`config.mk`:
```
export PLATFORM = sky130hd
export DESIGN_NAME = alu_iter_exec
export DESIGN_NICKNAME = d
export VERILOG_FILES = /design/src/rtl/alu_iter_exec.sv
export SDC_FILE = /design/constraint.sdc
export NUM_CORES = 1
export LEC_CHECK = 0
export ABC_CLOCK_PERIOD_IN_PS = 3900
export BUFFER_PORTS_ARGS = -buffer_cell sky130_fd_sc_hd__buf_2
export CAP_MARGIN = 20
export CORE_AREA = 8 8 163 165
export CTS_CLUSTER_SIZE = 25
export DETAILED_ROUTE_END_ITERATION = 10
export DIE_AREA = 0 0 171 173
export GPL_TIMING_DRIVEN = 0
export PLACE_DENSITY = 0.64
export SLEW_MARGIN = 20
export SYNTH_ARGS = -nofsm -noshare
export SYNTH_HDL_FRONTEND = slang
export SYNTH_SLANG_ARGS = --single-unit
```
`constraint.sdc`:
```
create_clock -name clk -period 3.9 [get_ports clk]
set_input_delay 0 -clock clk [delete_from_list [all_inputs] [get_ports clk]]
set_output_delay 0 -clock clk [all_outputs]
set_load 0.1 [all_outputs]
```
`src/rtl/alu_iter_exec.sv`:
```
// Execute-stage ALU. Logic, arithmetic and compare results are ready one cycle
// after accept; shifts move one bit position per cycle through a shared one-step shifter.
module alu_iter_exec #(
    parameter int WIDTH   = 32,
    parameter int SHAMT_W = 5
) (
    input  logic               clk,
    input  logic               rst_n,
    input  logic               in_valid,
    output logic               in_ready,
    input  logic [3:0]         alu_ctrl,
    input  logic [WIDTH-1:0]   src_a,
    input  logic [WIDTH-1:0]   src_b,
    output logic               out_valid,
    input  logic               out_ready,
    output logic [WIDTH-1:0]   result,
    output logic               zero,
    output logic               busy
);

    localparam logic [3:0] OP_ADD  = 4'b0000;
    localparam logic [3:0] OP_SUB  = 4'b0001;
    localparam logic [3:0] OP_XOR  = 4'b0010;
    localparam logic [3:0] OP_OR   = 4'b0011;
    localparam logic [3:0] OP_AND  = 4'b0100;
    localparam logic [3:0] OP_SLL  = 4'b0101;
    localparam logic [3:0] OP_SRL  = 4'b0110;
    localparam logic [3:0] OP_SRA  = 4'b0111;
    localparam logic [3:0] OP_SLT  = 4'b1000;
    localparam logic [3:0] OP_SLTU = 4'b1001;

    // Shift kinds reuse the low two bits of the shift opcodes.
    localparam logic [1:0] KIND_SLL = 2'b01;
    localparam logic [1:0] KIND_SRA = 2'b11;

    typedef enum logic [1:0] {
        st_idle,
        st_shift,
        st_done
    } state_t;

    state_t               state_reg;
    logic [WIDTH-1:0]     shift_reg;
    logic [SHAMT_W-1:0]   count_reg;
    logic [1:0]           kind_reg;
    logic [WIDTH-1:0]     result_reg;
    logic                 zero_reg;
    logic                 in_ready_reg;
    logic                 out_valid_reg;
    logic                 busy_reg;

    logic [SHAMT_W-1:0]   shamt;
    logic                 is_shift;
    logic                 accept;
    logic [WIDTH-1:0]     alu_val;
    logic [WIDTH-1:0]     sum_val;
    logic [WIDTH-1:0]     diff_val;

    logic [WIDTH-1:0]     step_src;
    logic [1:0]           step_kind;
    logic                 step_left;
    logic                 step_arith;
    logic [WIDTH-1:0]     left_bits;
    logic [WIDTH-1:0]     right_bits;
    logic [WIDTH-1:0]     step_val;

    assign shamt    = src_b[SHAMT_W-1:0];
    assign is_shift = (alu_ctrl == OP_SLL) || (alu_ctrl == OP_SRL) || (alu_ctrl == OP_SRA);
    assign accept   = in_valid && in_ready_reg;
    assign sum_val  = src_a + src_b;
    assign diff_val = src_a - src_b;

    always_comb begin
        alu_val = sum_val;
        case (alu_ctrl)
            OP_ADD:  alu_val = sum_val;
            OP_SUB:  alu_val = diff_val;
            OP_XOR:  alu_val = src_a ^ src_b;
            OP_OR:   alu_val = src_a | src_b;
            OP_AND:  alu_val = src_a & src_b;
            OP_SLL,
            OP_SRL,
            OP_SRA:  alu_val = src_a;
            OP_SLT:  alu_val = {{(WIDTH-1){1'b0}}, ($signed(src_a) < $signed(src_b))};
            OP_SLTU: alu_val = {{(WIDTH-1){1'b0}}, (src_a < src_b)};
            default: alu_val = sum_val;
        endcase
    end

    // The first shift step happens in the accept cycle, so the source is the
    // live operand while idle and the shift register afterwards.
    assign step_src   = (state_reg == st_idle) ? src_a : shift_reg;
    assign step_kind  = (state_reg == st_idle) ? alu_ctrl[1:0] : kind_reg;
    assign step_left  = (step_kind == KIND_SLL);
    assign step_arith = (step_kind == KIND_SRA);

    generate
        for (genvar gi = 0; gi < WIDTH; gi++) begin : g_step
            if (gi == 0) begin : g_lsb
                assign left_bits[gi] = 1'b0;
            end else begin : g_lsh
                assign left_bits[gi] = step_src[gi-1];
            end
            if (gi == WIDTH - 1) begin : g_msb
                assign right_bits[gi] = step_arith & step_src[WIDTH-1];
            end else begin : g_rsh
                assign right_bits[gi] = step_src[gi+1];
            end
        end
    endgenerate

    assign step_val = step_left ? left_bits : right_bits;

    always_ff @(posedge clk or negedge rst_n) begin
        if (!rst_n) begin
            state_reg     <= st_idle;
            shift_reg     <= '0;
            count_reg     <= '0;
            kind_reg      <= '0;
            result_reg    <= '0;
            zero_reg      <= 1'b0;
            in_ready_reg  <= 1'b1;
            out_valid_reg <= 1'b0;
            busy_reg      <= 1'b0;
        end else begin
            case (state_reg)
                st_idle: begin
                    if (accept) begin
                        in_ready_reg <= 1'b0;
                        busy_reg     <= 1'b1;
                        kind_reg     <= alu_ctrl[1:0];
                        if (!is_shift || (shamt == '0)) begin
                            result_reg    <= alu_val;
                            zero_reg      <= (alu_val == '0);
                            out_valid_reg <= 1'b1;
                            state_reg     <= st_done;
                        end else if (shamt == SHAMT_W'(1)) begin
                            result_reg    <= step_val;
                            zero_reg      <= (step_val == '0);
                            out_valid_reg <= 1'b1;
                            state_reg     <= st_done;
                        end else begin
                            shift_reg <= step_val;
                            count_reg <= shamt - SHAMT_W'(1);
                            state_reg <= st_shift;
                        end
                    end
                end
                st_shift: begin
                    if (count_reg == SHAMT_W'(1)) begin
                        result_reg    <= step_val;
                        zero_reg      <= (step_val == '0);
                        out_valid_reg <= 1'b1;
                        count_reg     <= '0;
                        state_reg     <= st_done;
                    end else begin
                        shift_reg <= step_val;
                        count_reg <= count_reg - SHAMT_W'(1);
                    end
                end
                st_done: begin
                    if (out_ready) begin
                        out_valid_reg <= 1'b0;
                        in_ready_reg  <= 1'b1;
                        busy_reg      <= 1'b0;
                        state_reg     <= st_idle;
                    end
                end
                default: begin
                    state_reg     <= st_idle;
                    in_ready_reg  <= 1'b1;
                    out_valid_reg <= 1'b0;
                    busy_reg      <= 1'b0;
                end
            endcase
        end
    end

    assign in_ready  = in_ready_reg;
    assign out_valid = out_valid_reg;
    assign busy      = busy_reg;
    assign result    = result_reg;
    assign zero      = zero_reg;

endmodule
```
-- Yosys cells after proc, flatten, opt, wreduce, memory -nomap -nowiden
Cells that the tools add are included.
- bitwise operators: 5
- add/sub/neg operators: 4
- div/mod/pow operators: 0
- muxes and demuxes: 41
- equal/unequal tests: 22
- $lt $le $gt $ge: 2
- multiply operators: 0
- shifts and indexed selects: 0
- reduce and logical (&&, ||, !) cells: 18
- operator list (cell ; count):
    2-to-1 mux 32 bit ; 10
    one-hot mux 32 bit (7 select lines) ; 1
    one-hot mux 32 bit (2 select lines) ; 2
    zero test 32 bit ; 2
    < comparator 32 bit ; 2
    adder 32 bit ; 1
    bitwise AND 32 bit ; 1
    bitwise OR 32 bit ; 1
    subtractor 32 bit ; 1
    XOR 32 bit ; 1
    2-to-1 mux 5 bit ; 4
    == test 4 x 3 -> 1 bit (second input constant) ; 4
    2-to-1 mux 1 bit ; 12
    2-to-1 mux 2 bit ; 6
    != test 2 bit (second input constant) ; 6
    AND reduction 4 bit ; 3
    == test 5 x 1 -> 1 bit (second input constant) ; 2
    one-hot mux 5 bit (2 select lines) ; 1
    subtractor 5 x 1 -> 5 bit (second input constant) ; 2
    one-hot mux 1 bit (3 select lines) ; 3
    == test 4 x 2 -> 1 bit (second input constant) ; 2
    == test 4 bit (second input constant) ; 2
    one-hot mux 2 bit (3 select lines) ; 1
    AND reduction 3 bit ; 2
    other kinds (16) ; 20
- RAM bits: 0
- word-level logic and storage cells: 101
- bits in latches: 0
- ROM bits: 0
- output and inout port bits: 36
- memories: 0
- register bits after elaboration: 77
- bits of input ports: 72

-- Depth between registers and ports, before layout
- depth in word-level cells: 10
- mapped depth: 15
- gate-level depth less buffers: 15

-- Least setup slack after synthesis
OpenSTA, ideal clock, no wires.
- path type: in2reg
- start: in src_a[0]
- end: reg zero_reg (netlist: zero)
- stages on the path: 15
- setup slack: 737 ps
- library setup time: 92 ps
- arrival: 3071 ps
- required time: 3808 ps
- buffers on the path: 0
- cell sequence: inv_1 ha_1 inv_1 fa_1 and2b_1 o31ai_2 o31ai_2 a2111o_1 a21o_1 a31o_1 a21oi_2 a31oi_1 o31a_1 or4_4 o31ai_2
- cells in the longest elaborated chain, start to end: 7
- elaborated cells on any way between the ends: 17
- classes of those cells: add/sub: 2; order compare: 2; mux: 8; bitwise: 3; reduce/logical: 2
- ends and longest elaborated chain (item ; line ; source):
    from (decl) ; 12 ; input logic [WIDTH-1:0] src_a,
    branches (longest 6 deep; another with adder 32 bit) ; -- ;
    one-hot mux 1 bit (2 select lines) (*) ; 126 ; case (state_reg)
    to (signal assigned) ; 134 ; zero_reg <= (alu_val == '0);
    to (signal assigned) ; 139 ; zero_reg <= (step_val == '0);
    to (signal assigned) ; 152 ; zero_reg <= (step_val == '0);
    to (decl) ; 47 ; logic zero_reg;
Mark *: on every way between the ends. The select of a mux whose other input is x is not followed.
A chain may end at the register's enable or synchronous reset.

-- Worst setup path in the final report
Same ends and word-level chain as after synthesis.

==> load_flow_metrics.sql <==
INSERT INTO impl_metrics (metric_group, metric, value, unit) VALUES
('run_status', 'run_status', 'finished clean', ''),
('placed_design', 'number_of_cells_in_the_design_after_placement', '1749', ''),
('logic_synthesis', 'post-synth-top-area-fraction', '17.9', '%'),
('worst_hold_path', 'hold_path.class', 'input pin to register', ''),
('timing', 'slew_viol_final', '0', ''),
('die', 'starting_density_of_the_core', '44.3', '%'),
('timing', 'postLayoutSetupSlackWorst', '0.0744', 'ns'),
('cells_and_area', 'syn_to_final_growth', '13.0', '%'),
('logic_synthesis', 'mappedNetlistNets', '1492', ''),
('clock_network', 'tritoncts', 'done', ''),
('logic_synthesis', 'synth.lib_cells_used.distinct', '101', ''),
('critical_path', 'critical-path-top-delay-family', 'compound AO/OA/AOI/OAI gates', ''),
('logic_synthesis', 'synth.avg_cell_area', '8.05', 'µm²'),
('routing', 'post_drt_wl_per_cell', '25.0', 'µm'),
('logic_synthesis', 'netlist_instances', '1318', ''),
('cells_and_area', 'multi_input_gate_area', '7840', 'µm²'),
('placed_design', 'detailedPlace.worstSlack', '-0.248', 'ns'),
('cells_and_area', 'final_core_util', '50.0', '%'),
('clock_network', 'tritoncts_sink_count', '77', ''),
('die', 'design.core.area', '24000', 'µm²'),
('critical_path', 'timing.critical_path.slowest_cell_delay', '0.51', 'ns'),
('critical_path', 'critical_path.n_buffers_inverters', '3', ''),
('grt', 'track_usage', '28.7', '%'),
('placed_design', 'dp_hpwl', '35200', 'µm'),
('logic_synthesis', 'netlist_top_cells_area', 'sky130_fd_sc_hd__dfrtp_1 18%, sky130_fd_sc_hd__ha_1 12%, sky130_fd_sc_hd__mux4_2 6.4%', ''),
('logic_synthesis', 'post_synth_instance_area', '10600', 'µm²'),
('cells_and_area', 'antennaDiodeCount', '0', ''),
('critical_path', 'cp_data_required_time', '4.14', 'ns'),
('die', 'floorplan.die.width', '171', 'µm'),
('timing', 'max_slew.worst_pin.slew', '0.950', 'ns'),
('power', 'ir_worst_vdd', '0.000193', 'V'),
('cells_and_area', 'layout.nets', '1612', ''),
('logic_synthesis', 'yosysSeqAreaShare', '18.2', '%'),
('critical_path', 'cpMostUsedCell', 'sky130_fd_sc_hd__o31ai_2', ''),
('clock_network', 'number_of_levels_the_h_tree_was_split_into', '3', ''),
('grt', 'met1_usage', '36.1', '%'),
('power', 'p_leak', '5.48', 'nW'),
('routing', 'drtAntennaViolNets', '0', ''),
('grt', 'first_pass_grt_wire_length', '65900', 'µm'),
('routing', 'routed_wirelength', '44100', 'µm'),
('critical_path', 'worst-endpoint-arrival', '4.07', 'ns'),
('routing', 'drt-initial-drc-count', '1169', ''),
('critical_path', 'critical_path.reg2reg.startpoint', 'count_reg[1]', ''),
('clock_network', 'cts.root.buffer_cell', 'sky130_fd_sc_hd__clkbuf_16', ''),
('die', 'fp.dieArea', '29600', 'µm²'),
('logic_synthesis', 'synth-edff-count', '0', ''),
('placed_design', 'port-buffer-count', '106', ''),
('placed_design', 'gpl.final_weighted_congestion', '1.02', ''),
('grt', 'grt_remaining_overflow', '0', ''),
('timing', 'post-route-period-util', '98.1', '%'),
('die', 'die_h', '173', 'µm'),
('logic_synthesis', 'ys_ff_latch', '77', ''),
('die', 'top_level_i_o_count', '108', ''),
('critical_path', 'worstSetupPathType', 'input pin to register', ''),
('cells_and_area', 'area_taken_by_flip_flops_and_latches', '1930', 'µm²'),
('timing', 'worst_clock_skew', '0.00904', 'ns'),
('cells_and_area', 'stdcell_count', '1767', ''),
('grt', 'initial_antenna_violation_count', '0', ''),
('grt', 'grt.met2_usage', '45.6', '%'),
('routing', 'dr_total_vias', '11500', ''),
('grt', 'use_met3', '5.49', '%'),
('cells_and_area', 'nFillCells', '2430', ''),
('cells_and_area', 'fraction_of_layout_cells_with_a_size_suffix_above_1', '18.5', '%'),
('power', 'power_density', '267', 'nW/µm²'),
('logic_synthesis', 'synthArstFlopShare', '100', '%'),
('flow_run', 'drv.max_cap_violation_count', '0', ''),
('logic_synthesis', 'yosysTopAreaCell', 'sky130_fd_sc_hd__dfrtp_1', ''),
('critical_path', 'slowest_stage', 'sky130_fd_sc_hd__a2111o_1', ''),
('logic_synthesis', 'postSynth.topFlopCell', 'sky130_fd_sc_hd__dfrtp_1', ''),
('critical_path', 'critical_path_start', 'src_a[0]', ''),
('clock_network', 'clk_pin_slew', '0.06', 'ns');
tightest hold or removal path, cell delays in order:
cell and delay (ns):
sky130_fd_sc_hd__buf_2 0.11, sky130_fd_sc_hd__a31oi_1 0.08, sky130_fd_sc_hd__o21ai_0 0.12
report_power, final:
part           switching, mW  internal (mW)
Sequential                 0          0.799
Clock                  0.328          0.708
Combinational          0.896          0.467
Total                   1.22           1.97
final timing paths:
kind,to,slack [ns],depth (start not counted)
min reg2reg,result[25],0.47,2
min in group asynchronous,count_reg[2],0.14,2
max,zero,0.07,16
max in group asynchronous,result[20],3.19,3
max reg2reg,zero,0.20,13
min,busy,0.02,3
cell families after synthesis:
group	synth area share, %
AO/OA/AOI/OAI	27.8
XOR/XNOR	0.495
adder cells (fa/ha/maj)	12.2
AND/OR/NAND/NOR	19.5
buffers and inverters	8.19
multiplexers	13.6
flip-flops	18.2
metrics by stage:
step / area (µm²) / hold WS (ns) / power [mW] / TNS, ns
final: 12000 / 0.0217 / 3.20 / 0
after global routing: 12000 / 0.0494 / 3.31 / 0
after CTS: 12000 / 0.0174 / 3.15 / 0
after detailed placement: 11600 / -0.0569 / 2.11 / -0.336
after global placement: 11500 / 0.264 / 2.11 / -0.302
after floorplan: 10600 / -0.296 / 1.66 / 0
synth_stat cells (15+ instances only):
master	number
sky130_fd_sc_hd__nand3_1	25
sky130_fd_sc_hd__mux4_2	30
sky130_fd_sc_hd__nand4_1	15
sky130_fd_sc_hd__nor2b_1	17
sky130_fd_sc_hd__ha_1	100
sky130_fd_sc_hd__nor4_1	23
sky130_fd_sc_hd__nor3_1	31
sky130_fd_sc_hd__inv_1	94
sky130_fd_sc_hd__a21oi_1	91
sky130_fd_sc_hd__mux2_2	39
sky130_fd_sc_hd__clkbuf_1	53
sky130_fd_sc_hd__dfrtp_1	76
sky130_fd_sc_hd__o211ai_1	17
sky130_fd_sc_hd__nand2_1	109
sky130_fd_sc_hd__o21ai_0	78
sky130_fd_sc_hd__nor2_1	104
sky130_fd_sc_hd__mux2i_1	33
sky130_fd_sc_hd__a211oi_1	22
sky130_fd_sc_hd__o22ai_1	18
sky130_fd_sc_hd__o21ai_1	19
layout make-up:
type,count,area share (%)
Multi-Input combinational cell,1053,65.4
Sequential cell,77,16.1
Timing Repair Buffer,109,4.84
Buffer,90,4.19
Tap cell,324,3.38
Inverter,98,3.07
Clock buffer,12,2.06
Clock inverter,4,1.00
metal layers:
metal / vias to the layer above / share of wire (%)
li1: 5160 / -
met1: 5467 / 40
met2: 700 / 44
met3: 192 / 9.6
met4: 0 / 5.9
met5: - / 0
cell usage in the layout, fill, tap and decap left out, drive strengths merged, types with 32 or more instances in the layout:
master and instances:
nand2 109, clkbuf 73, nor3 32, mux2i 33
inv 98, ha 100, o21ai 97, buf 136
dfrtp 76, nor2 105, a21oi 93, mux2 39
timing repair:
item                                    4_1_cts  5_1_grt
endpoints found under the setup margin        0        1
hold buffers                                  2        0
buffers inserted                              0        0
resized for setup                             0        6
endpoints found under the hold margin        81        0
(Power assumes the default switching activity.)
